<file path="src/rtl/spi_arbiter.sv">
// rtl/spi_arbiter.sv - shares one SPI master among NUM_REQ requesters, round-robin by default.
// Define SPI_ARB_FIXED_PRIO_EN for fixed priority (lowest index wins, no pointer).
module spi_arbiter #(
  parameter int NUM_REQ    = 4,
  parameter int NUM_CS     = 1,
  parameter int DATA_WIDTH = 8,
  localparam int CSW = (NUM_CS > 1) ? $clog2(NUM_CS) : 1,
  localparam int IW  = $clog2(NUM_REQ)
) (
  input  logic                          clk,
  input  logic                          rst_n,
  input  logic [NUM_REQ-1:0]            req,
  input  logic [NUM_REQ*DATA_WIDTH-1:0] req_tx_data,
  input  logic [NUM_REQ*CSW-1:0]        req_slave_id,
  output logic [NUM_REQ-1:0]            gnt,
  output logic [NUM_REQ-1:0]            done,
  output logic [DATA_WIDTH-1:0]         rx_data,
  output logic                          busy,
  output logic                          m_start,
  output logic [DATA_WIDTH-1:0]         m_tx_data,
  output logic [CSW-1:0]                m_slave_id,
  input  logic                          m_ready,
  input  logic [DATA_WIDTH-1:0]         m_rx_data
);

  typedef enum logic [1:0] {IDLE, START, WAIT_BUSY, WAIT_DONE} state_t;

  state_t                r_state, w_state_nxt;
  logic [NUM_REQ-1:0]    r_gnt, w_gnt_nxt, r_done, w_done_nxt;
  logic [DATA_WIDTH-1:0] r_rx, w_rx_nxt, r_tx, w_tx_nxt;
  logic [CSW-1:0]        r_sid, w_sid_nxt;
  logic                  r_start, w_start_nxt, r_busy;
  logic [IW-1:0]         r_owner, w_owner_nxt, w_win;
  logic                  w_found;

`ifdef SPI_ARB_FIXED_PRIO_EN
  always_comb begin
    w_found = 1'b0;
    w_win   = '0;
    for (int k = NUM_REQ - 1; k >= 0; k--) begin
      if (req[k]) begin
        w_found = 1'b1;
        w_win   = IW'(k);
      end
    end
  end
`else
  logic [IW-1:0] r_ptr;
  logic [IW:0]   w_idx;
  logic          w_retire;

  // Search starts at the pointer and wraps modulo NUM_REQ.
  always_comb begin
    w_found = 1'b0;
    w_win   = '0;
    w_idx   = '0;
    for (int k = 0; k < NUM_REQ; k++) begin
      w_idx = {1'b0, r_ptr} + (IW+1)'(k);
      if (w_idx >= (IW+1)'(NUM_REQ)) w_idx = w_idx - (IW+1)'(NUM_REQ);
      if (!w_found && req[w_idx[IW-1:0]]) begin
        w_found = 1'b1;
        w_win   = w_idx[IW-1:0];
      end
    end
  end

  assign w_retire = (r_state == WAIT_DONE) && (r_done == '0) && m_ready;

  always_ff @(posedge clk or negedge rst_n) begin
    if (!rst_n)        r_ptr <= '0;
    else if (w_retire) r_ptr <= (r_owner == IW'(NUM_REQ - 1)) ? '0 : r_owner + IW'(1);
  end
`endif

  always_comb begin
    w_state_nxt = r_state;
    w_gnt_nxt   = r_gnt;
    w_done_nxt  = '0;
    w_rx_nxt    = r_rx;
    w_tx_nxt    = r_tx;
    w_sid_nxt   = r_sid;
    w_start_nxt = r_start;
    w_owner_nxt = r_owner;
    case (r_state)
      IDLE: begin
        if (m_ready && w_found) begin
          w_owner_nxt = w_win;
          w_gnt_nxt   = NUM_REQ'(1) << w_win;
          w_tx_nxt    = req_tx_data[int'(w_win)*DATA_WIDTH +: DATA_WIDTH];
          w_sid_nxt   = req_slave_id[int'(w_win)*CSW +: CSW];
          w_start_nxt = 1'b1;
          w_state_nxt = START;
        end
      end
      START: begin
        if (!m_ready) begin
          w_start_nxt = 1'b0;
          w_state_nxt = WAIT_DONE;
        end
      end
      WAIT_BUSY: begin
        w_start_nxt = 1'b0;
        w_state_nxt = WAIT_DONE;
      end
      WAIT_DONE: begin
        // Stay one extra cycle after done so a requester can drop req before re-arbitration.
        if (r_done != '0) begin
          w_gnt_nxt   = '0;
          w_state_nxt = IDLE;
        end else if (m_ready) begin
          w_rx_nxt   = m_rx_data;
          w_done_nxt = NUM_REQ'(1) << r_owner;
        end
      end
      default: w_state_nxt = IDLE;
    endcase
  end

  always_ff @(posedge clk or negedge rst_n) begin
    if (!rst_n) begin
      r_state <= IDLE;
      r_gnt   <= '0;
      r_done  <= '0;
      r_rx    <= '0;
      r_tx    <= '0;
      r_sid   <= '0;
      r_start <= 1'b0;
      r_busy  <= 1'b0;
      r_owner <= '0;
    end else begin
      r_state <= w_state_nxt;
      r_gnt   <= w_gnt_nxt;
      r_done  <= w_done_nxt;
      r_rx    <= w_rx_nxt;
      r_tx    <= w_tx_nxt;
      r_sid   <= w_sid_nxt;
      r_start <= w_start_nxt;
      r_busy  <= (w_state_nxt != IDLE);
      r_owner <= w_owner_nxt;
    end
  end

  assign gnt        = r_gnt;
  assign done       = r_done;
  assign rx_data    = r_rx;
  assign busy       = r_busy;
  assign m_start    = r_start;
  assign m_tx_data  = r_tx;
  assign m_slave_id = r_sid;

endmodule

</file>
<file path="config.mk">
export PLATFORM = sky130hd
export DESIGN_NAME = spi_arbiter
export DESIGN_NICKNAME = d
export VERILOG_FILES = /design/src/rtl/spi_arbiter.sv
export SDC_FILE = /design/constraint.sdc
export NUM_CORES = 1
export LEC_CHECK = 0
export BUFFER_PORTS_ARGS = -buffer_cell sky130_fd_sc_hd__clkbuf_2
export CAP_MARGIN = 20
export CORE_ASPECT_RATIO = 1.75
export CORE_UTILIZATION = 52
export CTS_BUF_LIST = sky130_fd_sc_hd__clkbuf_8
export DETAILED_ROUTE_END_ITERATION = 16
export HOLD_SLACK_MARGIN = 0.06
export PLACE_DENSITY = 0.95
export SLEW_MARGIN = 0
export SYNTH_ARGS = -nofsm -noshare
export SYNTH_HDL_FRONTEND = slang
export SYNTH_SLANG_ARGS = --single-unit
</file>
<file path="constraint.sdc">
create_clock -name clk -period 3 [get_ports clk]
set_input_delay 0 -clock clk [delete_from_list [all_inputs] [get_ports clk]]
set_output_delay 0 -clock clk [all_outputs]
set_load 0.005 [all_outputs]
</file>
**Yosys cells after proc, flatten, opt, wreduce, memory -nomap -nowiden**

Index checks and enable logic that the tools add are counted.

- Input port bits: 51
- Memory bits (read-only): 0
- Flip-flop bits (word level): 33
- Output and inout bits: 27
- Bits in latches: 0
- Memories kept: 0
- Word-level logic and storage cells: 91
- Memory bits (writable): 0

- $mul: 0
- Add/subtract/negate cells: 8
- Magnitude comparators: 8
- Divide/modulo/power cells: 0
- Bitwise logic cells: 1
- Reductions and logical operators: 19
- Mux-type cells: 34
- Eq/ne operators: 7
- Shift-type cells: 4

Operators with widths:

| kind | count |
|---|---|
| 32-bit by 6-bit variable part select with 8-bit output | 1 |
| 2-bit 2-to-1 mux | 12 |
| 4-bit 2-to-1 mux | 5 |
| 2-bit by 3-bit < comparator with 1-bit output (second input constant) | 4 |
| 1-bit 2-to-1 mux | 10 |
| 3-bit >= comparator (second input constant) | 3 |
| 3-bit AND reduction | 3 |
| 1-bit binary-select mux with 2-bit select | 4 |
| 2-bit one-hot mux with 4 select lines | 1 |
| 4-bit one-hot mux with 2 select lines | 1 |
| 1-bit by 2-bit << shifter with 4-bit output (first input constant) | 2 |
| 2-bit by 1-bit subtractor with 2-bit output (second input constant) | 4 |
| 2-bit by 2-bit adder with 3-bit output (second input constant) | 2 |
| 2-bit == test (second input constant) | 3 |
| 1-bit logical AND | 6 |
| 4-bit logical NOT | 1 |
| 2-bit inequality test (second input constant) | 2 |
| 2-bit nonzero test | 2 |
| 4-bit nonzero test | 1 |
| 4-bit by 3-bit variable part select with 1-bit output | 1 |
| 2-bit by 1-bit adder with 3-bit output (second input constant) | 1 |
| 2-bit by 3-bit >= comparator with 1-bit output (second input constant) | 1 |
| 1-bit logical NOT | 3 |
| 1-bit one-hot mux with 3 select lines | 1 |
| 7 further kinds | 7 |

**Logic depth before layout (Yosys ltp)**

Gate-level depths: netlist of the first run.

- Depth after elaboration: 18
- Gate-level depth with buffers: 7
- Depth with buffers taken out: 6

**Worst setup path before layout of the first run**

Ideal clock, no wire load.

- Kind: register -> register
- Start: reg r_state[0]
- End: reg r_gnt[0] (netlist: gnt[0])
- Arrival time: 1468 ps
- Stages on the path, launching flop included: 6
- Slack: 1411 ps
- Period minus slack after synthesis: 1589 ps
- Setup time: 121 ps
- Required time: 2879 ps
- Buffers on the path: 1
- Cells stage by stage: dfrtp_1 ha_1 and2_1 buf_2 or3_4 a22o_1

- Longest elaborated chain between the ends: 3
- Elaborated cells on any way between the ends: 7
- Those cells by class: eq/ne (3); mux (1); reduce/logical (3)

RTL lines:

| element | line | RTL |
|---|---|---|
| from (decl) | 28 | `state_t r_state, w_state_nxt;` |
| from (signal assigned) | 131 | `r_state <= w_state_nxt;` |
| 2-bit == test / 2-bit logical NOT (equally long branches) | 84 | `case (r_state)` |
| 2-bit by 1-bit inequality test with 1-bit output (no line), or another cell as far along | - |  |
| 3-bit AND reduction (no line) | - |  |
| to (signal assigned) | 132 | `r_gnt <= w_gnt_nxt;` |
| to (decl) | 29 | `logic [NUM_REQ-1:0] r_gnt, w_gnt_nxt, r_done, w_done_nxt;` |

Parallel ways exist; a longest one is shown, timed or not.
A chain may end at the register's enable or synchronous reset.

**Final worst setup path of the first run**

- Start: reg r_ptr[1]
- End: reg r_sid (netlist: m_slave_id)

- Longest elaborated chain between the ends: 16
- Elaborated cells on any way between the ends: 40
- Those cells by class: add/sub (7); order compare (4); shift (1); mux (20); reduce/logical (8)

RTL lines:

| element | line | RTL |
|---|---|---|
| from (decl) | 48 | `logic [IW-1:0] r_ptr;` |
| from (signal assigned) | 71 | `else if (w_retire) r_ptr <= (r_owner == IW'(NUM_REQ - 1)) ? '0 : r_owner + IW'(1);` |
| parallel branches: the longest is 16 deep, another holds 2-bit by 1-bit adder with 3-bit output | - |  |
| to (signal assigned) | 136 | `r_sid <= w_sid_nxt;` |
| to (decl) | 31 | `logic [CSW-1:0] r_sid, w_sid_nxt;` |

Several ways; the timed one is not identified. The select of a mux whose other input is x is not followed.

==> impl_results.md, run 1 <==
* Status: finished, final reports clean
* Die area at 3630 um2
* Worst-Margin Slew at 0.800 ns
* Sequential area share after synthesis at 47.0%
* Router iterations before antenna repair at 9
* Register area at 826 um2
* Drt via density at 5.94
* Largest net degree at the start of global routing at 34
* Synth warn at 0
* H-tree levels at 2
* Cells after synthesis at 162
* IO Port Bufs at 77
* Synth Register Bits at 33
* ANT nets after route at 0
* DR WL/cell at 17.4 um
* Leakage at 1.22 nW
* Dominant synthesized flop cell: dfrtp_1
* CTS tree: yes
* Area share of the largest cell type after synthesis at 47.0%
* DIE HEIGHT at 78.9 um
* # setup viols final at 0
* Setup crit start kind: flip-flop
* Min Hold Slack at 0.0759 ns
* Synth top area cells: dfrtp_1 47%, ha_1 6.4%, mux2_2 5.8%
* Initial Utilization at 55.4%
* Finished Core Util at 75.8%
* Layout cells sized above 1 at 38.6%
* Post-synth top cells: 33 x dfrtp_1, 14 x nand2_1, 14 x nor2_1
* Worst-skew pair later-pin latency at 0.29 ns
* # IOs at 78
* Final Power at 0.00212 W
* Drc violations at 0
* Clock buffer depth at 2
* Worst VDD drop at 0.570 mV
* DRT iter0 DRCs at 136
* Post-DP Area at 2090 um2
* Hpwl dp at 3.16 mm
* Placer's final routability congestion estimate at 0.858
* Crit-path max FO at 10
* Vias in the first global route at 1787
* Post-synth ARST share at 100%
* Filler instances at 221
* Final Hold Viols at 0
* Mapped Nets at 222
* TritonCTS buffer count at 5
* Antenna violations before repair at 0
* Die W at 46.0 um
* Fmax achieved at 423 MHz
* Critical Path RT at 3.18 ns
* Cell area after synthesis at 1760 um2
* Hold Path Cell Cnt at 3
* Core Rows at 27
* Layout Skew at 0.00629 ns
* Vias at 1794
* Gr ovfl total at 0
* Arrival @ worst endpoint at 2.54 ns
* Gr usage total at 31.9%
* EDFF count, synth at 0
* Post-route cell area at 2410 um2
* Post-detailed-routing wire length at 5.24 mm
* Final min period at 2.36 ns
* Mean Syn Cell Area at 10.9 um2
* Clock sinks at 33
* FF-to-FF path depth at 6
* Min-Delay Path Class: in -> reg
* Unrepaired setup endpoints after global routing: no
* Post-CTS repair timing setup buffer count at 0
* Setup crit end: m_slave_id
* Clk root buf: clkbuf_8
* Final #Nets at 318
* PwrDens at 882 nW/um2
* Rel. slew slack at 46.6%
* Max-cap violation count at 0
* Critical Path Start: r_ptr[1]
* Area leader, netlist: dfrtp_1
* FF-to-FF End: m_slave_id
* First-pass GRT wire length at 8.20 mm
* Distinct cells, synth at 34
* RR Startpoint: r_ptr[1]
* Final worst path period share at 78.8%
* Clock Pin Slew Worst Setup and Hold Paths at 0.07 ns
* Core ar. at 3180 um2
* Area growth syn-to-layout at 36.9%
* Most frequent cell after synthesis: dfrtp_1
* Multi-input gate area at 800 um2
* Crit path capture type: flip-flop
* Setup TNS at 0 ns
* Max Transition Viols Final at 0
* N_diodes at 0
* Setup slack, reg-to-reg at 0.64 ns
* Critical path class: reg -> reg
## routing by layer
layer	track usage [%]	wire length (um)
met5	0	0
met4	16.8	201
met3	11.1	492
met2	52.8	2740
met1	33.7	1810
## layout by cell type (no fill, tap or decap), drive strengths merged, types with 7 or more instances in the layout
cell         count
a31oi            9
clkbuf          82
dfrtp           33
nand2           14
nor2            14
dlygate4sd3     23
a222oi           9
mux2             9
a21oi            7
inv              7
ha               9
## cells by family after synthesis
| group | synth area share, % |
|---|---|
| fa+ha+maj | 6.41 |
| flops | 47.0 |
| compound gates | 19.9 |
| simple gates | 12.2 |
| mux | 6.90 |
| buf+inv | 7.54 |
## worst min-delay path by stage
| stage | start | end | slack, ns |
|---|---|---|---|
| floorplan | rst_n | busy | -0.30 |
| global placement | rst_n | m_tx_data[0] | 0.11 |
| detailed placement | rst_n | m_tx_data[4] | 0.12 |
| CTS | req_tx_data[30] | m_tx_data[6] | 0.07 |
| global route | req_tx_data[28] | m_tx_data[4] | 0.1 |
| finish | req_tx_data[30] | m_tx_data[6] | 0.08 |
## power breakdown
part	internal (W)	switching [W]	leakage, nW
registers	0.000644	0.000141	0.402
logic	0.000494	0.000517	0.772
clock network	0.000160	0.000168	0.0439
## registers in the layout (all words and copies together), names as in the netlist
register and flops:
rx_data 8, done 4, r_ptr 2, m_tx_data 8, r_owner 2, r_state 2, m_start 1, busy 1
gnt 4, m_slave_id 1
## metrics by stage
stage / setup WS (ns) / cells
finish: 0.635 / 302
global placement: 1.31 / 271
floorplan: 1.41 / 162
detailed placement: 1.23 / 271
CTS: 0.763 / 302
global route: 0.541 / 302
## worst max-delay path, cell delays in order (launching register included)
cell           delay (ns)
dfrtp_1              0.47
nand2b_1             0.21
nand2_1              0.07
and3_1               0.31
a222oi_1             0.45
a31oi_1              0.14
dlygate4sd3_1        0.61
## repair_timing
item,4_1_cts,5_1_grt
resized for setup,0,0
hold buffers,23,0
hold endpoints to repair,54,0
## cell type report
type                    instances  share of cell area [%]
clock buffers                   5                    2.86
clock inverters                 3                   0.728
inverters                       7                    1.09
multi-input cells             111                    33.2
flip-flops and latches         33                    34.3
well taps                      43                    2.23
repair buffers                100                    25.6
No activity file was read; power rests on OpenSTA's default activity.
==> run 2: changes to the inputs <==
--- a/config.mk
+++ b/config.mk
@@ -5,14 +5,15 @@
 export SDC_FILE = /design/constraint.sdc
 export NUM_CORES = 1
 export LEC_CHECK = 0
+export ABC_AREA = 1
 export BUFFER_PORTS_ARGS = -buffer_cell sky130_fd_sc_hd__clkbuf_2
 export CAP_MARGIN = 20
 export CORE_ASPECT_RATIO = 1.75
-export CORE_UTILIZATION = 52
+export CORE_UTILIZATION = 51
 export CTS_BUF_LIST = sky130_fd_sc_hd__clkbuf_8
 export DETAILED_ROUTE_END_ITERATION = 16
 export HOLD_SLACK_MARGIN = 0.06
-export PLACE_DENSITY = 0.95
+export PLACE_DENSITY = 0.92
 export SLEW_MARGIN = 0
 export SYNTH_ARGS = -nofsm -noshare
 export SYNTH_HDL_FRONTEND = slang
==> constraint.sdc (replaced) <==
create_clock -name clk -period 2.3 [get_ports clk]
set_input_delay 0 -clock clk [delete_from_list [all_inputs] [get_ports clk]]
set_output_delay 0 -clock clk [all_outputs]
set_load 0.005 [all_outputs]
==> impl_results.md, run 2 <==
* EDFF count, synth at 0 (unchanged)
* Min-Delay Path Class: in -> reg (unchanged)
* Gr ovfl total at 0 (unchanged)
* DRT iter0 DRCs at 76 (was 136)
* CTS tree: yes (unchanged)
* Die W at 51.0 um (was 46.0 um)
* Final #Nets at 459 (was 318)
* FF-to-FF End: m_tx_data[7] (was m_slave_id)
* Max Transition Viols Final at 0 (unchanged)
* Post-synth top cells: 165 x nand2_1, 33 x dfrtp_1, 21 x inv_1 (was 33 x dfrtp_1, 14 x nand2_1, 14 x nor2_1)
* Drc violations at 0 (unchanged)
* H-tree levels at 2 (unchanged)
* Die area at 4480 um2 (was 3630 um2)
* Area share of the largest cell type after synthesis at 38.5% (was 47.0%)
* Worst-skew pair later-pin latency at 0.29 ns (about the same)
* Critical Path Start: r_ptr[0] (was r_ptr[1])
* Area leader, netlist: dfrtp_1 (unchanged)
* Leakage at 1.67 nW (was 1.22 nW)
* # setup viols final at 0 (unchanged)
* Antenna violations before repair at 0 (unchanged)
* Core Rows at 30 (was 27)
* Cell mode on critical path: nand2_1
* FF-to-FF path depth at 14 (was 6)
* Unrepaired setup endpoints after global routing: no (unchanged)
* Mapped Nets at 373 (was 222)
* Final worst path period share at 89.7% (was 78.8%)
* Vias in the first global route at 2260 (was 1787)
* Synth warn at 0 (unchanged)
* # IOs at 78 (unchanged)
* Setup crit end: m_tx_data[7] (was m_slave_id)
* N_diodes at 0 (unchanged)
* Most frequent cells in the layout: 165 x nand2_1, 77 x clkbuf_2, 32 x dfrtp_1, 21 x inv_1, 17 x nand3_1 (was 77 x clkbuf_2, 33 x dfrtp_1, 23 x dlygate4sd3_1, 14 x nor2_1, 14 x nand2_1)
* Largest net degree at the start of global routing at 34 (unchanged)
* Router iterations before antenna repair at 5 (was 9)
* Setup slack, reg-to-reg at 0.24 ns (was 0.64 ns)
* Crit path capture type: flip-flop (unchanged)
* Cell area after synthesis at 2140 um2 (was 1760 um2)
* Clock sinks at 33 (unchanged)
* Placed instance count at 431 (was 271)
* Final Hold Viols at 0 (unchanged)
* Arrival @ worst endpoint at 2.28 ns (was 2.54 ns)
* Layout Skew at 0.0102 ns (was 0.00629 ns)
* Vias at 2339 (was 1794)
* Crit-path max FO at 19 (was 10)
* Mean Syn Cell Area at 6.85 um2 (was 10.9 um2)
* Synth top area cells: dfrtp_1 39%, nand2_1 29%, ha_1 5.3% (was dfrtp_1 47%, ha_1 6.4%, mux2_2 5.8%)
* Clk root buf: clkbuf_8 (unchanged)
* Max-cap violation count at 0 (unchanged)
* Setup TNS at 0 ns (unchanged)
* RR Startpoint: r_ptr[0] (was r_ptr[1])
* Cells after synthesis at 313 (was 162)
* Area growth syn-to-layout at 28.6% (was 36.9%)
* Post-synth ARST share at 100% (unchanged)
* Most frequent cell after synthesis: nand2_1 (was dfrtp_1)
* DR WL/cell at 13.1 um (was 17.4 um)
* Worst VDD drop at 0.954 mV (was 0.570 mV)
* Critical path class: reg -> reg (unchanged)
* DIE HEIGHT at 87.8 um (was 78.9 um)
* Sequential area share after synthesis at 38.5% (was 47.0%)
* Fmax achieved at 485 MHz (was 423 MHz)
* Commonest non-fill, non-tap cell in the layout: nand2_1 (was clkbuf_2)
* Status: finished, final reports clean (unchanged)
* Rel. slew slack at 45.9% (was 46.6%)
* Layout cells sized above 1 at 28.0% (was 38.6%)
* Worst-Margin Slew at 0.811 ns (was 0.800 ns)
* Fin cells at 448 (was 302)
* Post-detailed-routing wire length at 5.87 mm (was 5.24 mm)
* Clock Pin Slew Worst Setup and Hold Paths at 0.08 ns (was 0.07 ns)
* Setup crit start kind: flip-flop (unchanged)
* Distinct cells, synth at 24 (was 34)
* Final min period at 2.06 ns (was 2.36 ns)
* Placer's final routability congestion estimate at 0.893 (was 0.858)
* IO Port Bufs at 77 (unchanged)
* Drt via density at 5.22 (was 5.94)
* First-pass GRT wire length at 9.58 mm (was 8.20 mm)
* Initial Utilization at 54.4% (was 55.4%)
* Critical Path RT at 2.52 ns (was 3.18 ns)
* CP max stage delay at 0.49 ns (was 0.61 ns)
* Core ar. at 3940 um2 (was 3180 um2)
* Hold Startpoint: req_tx_data[18] (was req_tx_data[30])
* TritonCTS buffer count at 5 (unchanged)
* Synth Register Bits at 33 (unchanged)
* Finished Core Util at 69.9% (was 75.8%)
* Gr usage total at 28.3% (was 31.9%)
* PwrDens at 1540 nW/um2 (was 882 nW/um2)
* Dominant synthesized flop cell: dfrtp_1 (unchanged)
* Worst path slowest cell: dfrtp_2 (was dlygate4sd3_1)
* Critical path cell sequence: inv_2 -> nand2_1 -> nand2_2 -> nand2_1 -> o21ai_1 -> nand3_2 -> nand2_2 -> buf_4 -> nand3_1 -> nand2_1 -> nand2_1 -> nand2_1 -> nand2_1 -> nand2_1 (was nand2b_1 -> nand2_1 -> and3_1 -> a222oi_1 -> a31oi_1 -> dlygate4sd3_1)
* Clock buffer depth at 2 (unchanged)
* ANT nets after route at 0 (unchanged)
* Hpwl dp at 4.26 mm (was 3.16 mm)
==> run 2: changes by cell type in the layout (fill, tap and decap cells not counted), sizes merged, moves of 9 or more <==
cell         delta
a222oi          -9
mux2            -9
nand2         +156
nand3          +28
inv            +16
dlygate4sd3    -14
==> run 2: worst min-delay path by stage <==
stage	to	slack, ns	cells past startpoint
2_1_floorplan	busy	-0.30	0
3_3_place_gp	rx_data[3]	0.11	1
3_5_place_dp	rx_data[7]	0.13	1
4_1_cts	m_tx_data[2]	0.11	7
5_1_grt	m_tx_data[2]	0.14	7
6_report	m_tx_data[2]	0.10	7
==> run 2: per-layer routing <==
metal / up-vias / track usage, % / part of all wire, %
met5: - / 0 / 0
met4: 0 / 18.4 / 4.9
met3: 35 / 3.99 / 4.6
met2: 118 / 50.8 / 54
met1: 1054 / 30.0 / 36
li1: 1132 / - / -
==> run 2: cell families after synthesis <==
group,share of synthesized area [%]
AO/OA/AOI/OAI,3.74
AND/OR/NAND/NOR,44.3
adder cells (fa/ha/maj),5.25
buffers and inverters,8.17
flip-flops,38.5
==> run 2: through the flow <==
step	cell area [um2]	total power, W	setup WS (ns)	hold WS [ns]
2_1_floorplan	2140	0.00299	0.602	-0.296
3_3_place_gp	2540	0.00349	0.294	0.111
3_5_place_dp	2540	0.00358	0.201	0.127
4_1_cts	2760	0.00421	0.160	0.106
5_1_grt	2760	0.00465	0.0307	0.142
6_report	2760	0.00424	0.237	0.104
==> run 2: final cells by class <==
type / count / area (um2)
Fill cell: 341 / 1180
Multi-Input combinational cell: 244 / 1140
Sequential cell: 33 / 827
Timing Repair Buffer: 92 / 520
Inverter: 23 / 86.3
Clock buffer: 6 / 82.6
Tap cell: 48 / 60.1
Clock inverter: 2 / 37.5
==> run 2: timing repair <==
item                                    in CTS  in global routing
buffers inserted                             0                  0
endpoints found under the setup margin       0                 15
hold endpoints to repair                    41                  0
hold buffers                                 9                  0
gates resized for setup                      0                  1
==> run 2: power by group <==
| part | switching (W) | leakage, nW | total [W] | internal (W) |
|---|---|---|---|---|
| Clock | 0.000221 | 0.0574 | 0.000574 | 0.000352 |
| Combinational | 0.00172 | 1.19 | 0.00266 | 0.000939 |
| Sequential | 0.000182 | 0.419 | 0.00100 | 0.000823 |
| Total | 0.00213 | 1.67 | 0.00424 | 0.00211 |
==> run 2: critical path: cells and delay by family, from the launching register on <==
kind | cells | cell delay, ns
AOI/OAI and AO/OA | 1 | 0.17
buffers and inverters | 2 | 0.40
DFF | 1 | 0.49
and+or+nand+nor | 11 | 0.91
